`src/rtl/ram32_arbiter.sv`:
```
// Round-robin arbiter sharing one single-port 32x8 RAM between two requesters.
// Latency: grant in the cycle after req is sampled; read data + rvalid one cycle after grant.
// Backpressure: one access in flight; losers hold req until their gnt pulse (max 1 access / 2 cycles).
module ram32_arbiter #(
    parameter int DATA_W = 8,
    parameter int ADDR_W = 5
) (
    input  logic              clk,
    input  logic              rst,
    input  logic              req0,
    input  logic              req1,
    input  logic              we0,
    input  logic              we1,
    input  logic [ADDR_W-1:0] addr0,
    input  logic [ADDR_W-1:0] addr1,
    input  logic [DATA_W-1:0] wdata0,
    input  logic [DATA_W-1:0] wdata1,
    output logic              gnt0,
    output logic              gnt1,
    output logic [DATA_W-1:0] rdata0,
    output logic [DATA_W-1:0] rdata1,
    output logic              rvalid0,
    output logic              rvalid1,
    output logic [ADDR_W-1:0] ram_addr,
    output logic [DATA_W-1:0] ram_data_in,
    output logic              ram_write_en,
    input  logic [DATA_W-1:0] ram_data_out
);

    typedef enum logic {
        IDLE   = 1'b0,
        ACCESS = 1'b1
    } state_t;

    state_t            state;
    logic              last;
    logic              lat_port;
    logic              lat_we;
    logic [ADDR_W-1:0] lat_addr;
    logic [DATA_W-1:0] lat_wdata;
    logic              win1;

    // Port 1 wins when alone, or on contention when port 0 was granted last.
    always_comb begin
        win1 = req1 & (~req0 | ~last);
    end

    always_ff @(posedge clk) begin
        if (rst) begin
            state     <= IDLE;
            last      <= 1'b1;
            lat_port  <= 1'b0;
            lat_we    <= 1'b0;
            lat_addr  <= '0;
            lat_wdata <= '0;
            gnt0      <= 1'b0;
            gnt1      <= 1'b0;
            rvalid0   <= 1'b0;
            rvalid1   <= 1'b0;
            rdata0    <= '0;
            rdata1    <= '0;
        end else begin
            rvalid0 <= 1'b0;
            rvalid1 <= 1'b0;
            case (state)
                IDLE: begin
                    if (req0 | req1) begin
                        lat_port  <= win1;
                        lat_we    <= win1 ? we1 : we0;
                        lat_addr  <= win1 ? addr1 : addr0;
                        lat_wdata <= win1 ? wdata1 : wdata0;
                        gnt0      <= ~win1;
                        gnt1      <= win1;
                        state     <= ACCESS;
                    end
                end
                ACCESS: begin
                    gnt0  <= 1'b0;
                    gnt1  <= 1'b0;
                    last  <= lat_port;
                    state <= IDLE;
                    if (!lat_we) begin
                        if (lat_port) begin
                            rdata1  <= ram_data_out;
                            rvalid1 <= 1'b1;
                        end else begin
                            rdata0  <= ram_data_out;
                            rvalid0 <= 1'b1;
                        end
                    end
                end
                default: state <= IDLE;
            endcase
        end
    end

    // Address and data hold their last latched values while idle; only the strobe is gated.
    assign ram_addr     = lat_addr;
    assign ram_data_in  = lat_wdata;
    assign ram_write_en = (state == ACCESS) & lat_we & ~rst;

endmodule

```
`config.mk`:
```
export PLATFORM = sky130hd
export DESIGN_NAME = ram32_arbiter
export DESIGN_NICKNAME = d
export VERILOG_FILES = /design/src/rtl/ram32_arbiter.sv
export SDC_FILE = /design/constraint.sdc
export NUM_CORES = 1
export LEC_CHECK = 0
export BUFFER_PORTS_ARGS = -buffer_cell sky130_fd_sc_hd__buf_2
export CORE_MARGIN = 3
export CORE_UTILIZATION = 48
export CTS_BUF_LIST = sky130_fd_sc_hd__clkbuf_16
export CTS_CLUSTER_DIAMETER = 40
export DETAILED_ROUTE_END_ITERATION = 12
export PLACE_DENSITY = 0.82
export SLEW_MARGIN = 20
export SYNTH_ARGS = -nofsm -noshare
export SYNTH_HDL_FRONTEND = slang
export SYNTH_SLANG_ARGS = --single-unit
```
`constraint.sdc`:
```
create_clock -name clk -period 2.85 [get_ports clk]
set_input_delay 0.285 -clock clk [delete_from_list [all_inputs] [get_ports clk]]
set_output_delay 0.285 -clock clk [all_outputs]
set_load 0.02 [all_outputs]
```
# == Word level (Yosys, flattened, before mapping) ==
# Cells that the tools add are included.
# classes
bitwise_logic,12
eq_ne,1
muxes,11
n_reduce_logical,4
# ops
operator,count
8-bit 2-to-1 mux,1
1-bit inverter,7
1-bit 2-to-1 mux,6
1-bit one-hot mux with 2 select lines,3
3-bit AND reduction,2
5-bit 2-to-1 mux,1
1-bit bitwise AND,3
3-bit OR reduction,1
"2-bit inequality test, second input constant",1
1-bit OR,2
2-bit AND reduction,1
# totals
wordCells,40
inputBits,40
ff_bits,37

# == Longest topological paths before layout ==
# logic_depth
word_depth,6
ltp_mapped,6
depth_no_buf,3

# == Worst setup path before layout ==
# No wires, ideal clock.
# synth_path
kind,input -> output
start,input port rst
end,output port ram_write_en
t_required_ns,2.565
slack_ns,1.529
cell_stages,4
t_arrival_ns,1.036
cell_sequence,buf_6 -> buf_6 -> clkbuf_1 -> nor2_1
# synth_via
elab_chain_cells,2
# synth_lines
element,line,text
"start, declared",9,"input logic rst,"
1-bit inverter,100,assign ram_write_en = (state == ACCESS) & lat_we & ~rst;
1-bit bitwise AND,100,
"end, declared",26,"output logic ram_write_en,"
# Every way passes these cells.

# == Worst setup path in the final report ==
# layout_path
start,register state
end,register rdata0[2]
# layout_via
elab_chain_cells,1
# layout_lines
element,line,text
"start, declared",35,state_t state;
"start signal, assigned",50,state <= IDLE;
"start signal, assigned",74,state <= ACCESS;
"start signal, assigned",81,state <= IDLE;
3-bit AND reduction (no source line),--,
"end signal, assigned",87,rdata0 <= ram_data_out;
"end, declared",20,"output logic [DATA_W-1:0] rdata0,"
# Every way passes these cells.
# A chain may end at the register's enable or synchronous reset.

==> results.txt <==
- Result of the run: finished clean
- Maximum buffer depth of the clock tree: 2
* Number of global-route vias before repair: 1231
* Type of the tightest min-delay check: in2reg
- Number of antenna violations at the first check in global routing: 0
- Counting flops with a built-in enable in the synthesized netlist gives 0.
* Largest net degree at the start of global routing: 38
* Final std cell area, no fill: 0.00191 mm²
- Synthesis produced a netlist with a net count of 174.
* Buffer cell driving the clock tree root: clkbuf_16
- Biggest area consumer among synthesized cells: dfxtp_1
* # hold bufs at CTS: 0
* First-pass GRT wire length: 5040 µm
* Actual transition at the worst max-transition pin: 0.842 ns
* Gr usage total: 18.2%
- Summing all multi-input logic gate instances after layout gives 621 µm².
- For this run, the leading register cell type out of synthesis is dfxtp_1.
- The largest single stage delay on the critical path is 0.76 ns.
- Clock tree synthesis inserted a total of 5 buffers.
- After legalization and detailed placement, the total HPWL measured 2380 µm.
- Number of storage elements in the synthesis netlist: 37
* Maximum clock skew at final layout: 0.00370 ns
* Setup repair after global routing missed its margin: no
- Post-synthesis sequential area ratio: 50.5%
* Post-CTS clock slew at the launch and capture registers of the worst setup and hold paths: 0.05 ns
- Total cell area at the placement stage: 0.00177 mm²
* Gr ovfl total: 0
* Share of cells above drive strength 1: 43.1%
- Counting I/O delays and the setup requirement, the final critical path takes 1.75 ns.
- Top cells by count, synth: 37 x dfxtp_1, 20 x nor2_1, 16 x mux2i_1
- H-tree lvl count: 2
- Buffers added to address setup during post-CTS repair amount to 0.
* Effective utilization at floorplan: 51.9%
- After the first detailed-routing iteration, the DRC count stood at 29.
- Relative to the synthesized area, the layout overhead comes to 29.8%.
* Power density normalized to cell area: 660 mW/mm²
- Worst-case hold slack: 0.228 ns
* End-of-flow core utilization: 67.4%
- Summed over all failing endpoints, the final setup total negative slack is 0 ns.
- Worst supply voltage drop on vdd: 0.418 mV
* Number of vias per cell: 5.29
- Most frequent cell after synthesis: dfxtp_1
- The routed layout has 1232 vias.
- Syn Inst Count: 134
- TritonCTS clock tree: yes
- Buffers placed on the I/O ports in this run total 73.
- In this run the static leakage power is 0.958 nW.
- The tree built by TritonCTS fans out to 37 sinks.
- Antenna cell count: 0
- Fill cells in the final layout number 215.
- Final routed wirelength across all metal layers: 3170 µm
- The number of endpoints with negative hold slack in the final report is 0.
- For this run, design rule violations remaining after detail routing come to 0.
- Type of element launching the critical path: flip-flop
* Average routed wire per standard cell: 13.6 µm
- In this run the standard cell core region covers 0.00283 mm².
- Power comes to 1.26 mW.
* Count of antenna-violating nets left after detailed routing: 0
* Worst slew margin relative to its limit: 43.6%
- Endpoint class of the critical path: flip-flop
* Top post-synthesis cells by area: dfxtp_1 50%, mux2i_1 11%, nor3b_1 7.7%
* Upper clock frequency limit: 0.571 GHz
- After synthesis, the mean cell area works out to 11.0 µm².
* Share of the synthesized area in the top cell type: 50.5%
- STA puts the critical path data required time at 2.99 ns.
- The setup path with the least slack is of type reg2reg.
- The die covers 0.00376 mm².
- Setup violations remaining at the end of the flow were counted as 0.
* Number of violations of the max-capacitance limit: 0
- Clock latency on the worst-skew pair: 0.28 ns
* Part of the cycle the worst path needs: 61.5%
* Cell-by-cell trace of the critical path: nor3b_2 > mux2i_1 > nor2_1
- For the worst setup path, the data arrival time is 1.89 ns.
- In this run the horizontal extent of the chip is 61.3 µm.
- The die is 61.3 µm tall.
* Total Nets Final: 242
- Count of synthesis-stage warnings from yosys: 0
- The max-slew violation count was 0.
- In this run the cell area of the synthesized design comes to 0.00147 mm².
- Sequential cell area: 741 µm²
* Cell type of the slowest stage on the worst timing path: nor3b_2
- Row count: 19
* Post-synthesis cell type count: 24
* Ports: 74
- The pre-antenna-repair detailed-routing pass consisted of 4 iterations.
* Routability Congestion: 0.774
- Number of cells upsized or downsized after cts: 0
- Worst Path Max Fanout: 10
- Of all flip-flops after synthesis, the portion carrying an async set or reset was 0%.
-- sequential cells by signal (all words and copies together), names as in the netlist --
name,cells
ram_data_in,8
rdata0,8
rdata1,8
ram_addr,5
gnt0,1
gnt1,1
last,1
lat_port,1
lat_we,1
rvalid0,1
rvalid1,1
state,1
-- power breakdown --
part	switching [mW]	internal (mW)
Sequential	0.0196	0.552
Clock	0.189	0.315
Combinational	0.101	0.0818
-- layer usage --
metal  track usage, %  vias to the layer above  share of wire (%)
met5                0                        -                  0
met4             8.36                        0                1.6
met3             6.71                        6                7.9
met2             31.1                       47                 51
met1             20.1                      564                 40
li1                 -                      615                  -
-- critical path, delay by kind of cell, from the launching register on --
kind,cells,cell delay (ns)
flops,1,0.51
mux,1,0.28
simple gates,2,0.82
-- stage by stage --
stage / std cells / setup WS, ns
after floorplan: 134 / 1.53
after global placement: 226 / 1.13
after detailed placement: 226 / 1.07
after CTS: 233 / 1.07
after global routing: 233 / 0.915
final: 233 / 1.10
-- layout make-up --
cell class / instances / share of cell area (%)
Clock buffer: 5 / 6.57
Clock inverter: 2 / 0.591
Inverter: 1 / 0.197
Multi-Input combinational cell: 84 / 32.6
Sequential cell: 37 / 38.9
Tap cell: 31 / 2.04
Timing Repair Buffer: 73 / 19.2
-- cells in the final DEF, fill, tap and decap left out, types with 2 or more instances in the layout --
cell / count
buf_2: 73
nor2_1: 20
and3_1: 2
a221o_1: 10
a221o_2: 4
nand3b_1: 2
mux2i_1: 16
nand2_1: 2
nor2b_1: 2
a21oi_1: 3
clkbuf_16: 5
nor3b_1: 14
dfxtp_1: 37
o21ai_0: 2
-- kinds of logic (layout without fill, tap and decap cells) --
family	after synthesis	count (layout)	share of synthesized area [%]
flops	37	37	50.5
mux	16	16	10.9
buf+inv	13	81	7.59
compound gates	22	22	13.4
simple gates	46	46	17.6
-- worst paths after layout --
path / startpoint / to / slack [ns] / depth (start not counted)
max: state / rdata0[2] / 1.10 / 3
min: addr1[2] / ram_addr[2] / 0.23 / 2
max reg2reg: state / rdata0[2] / 1.10 / 3
min reg2reg: rdata0[0] / rdata0[0] / 0.49 / 2
Note: power is estimated with default switching activity, not from simulation.
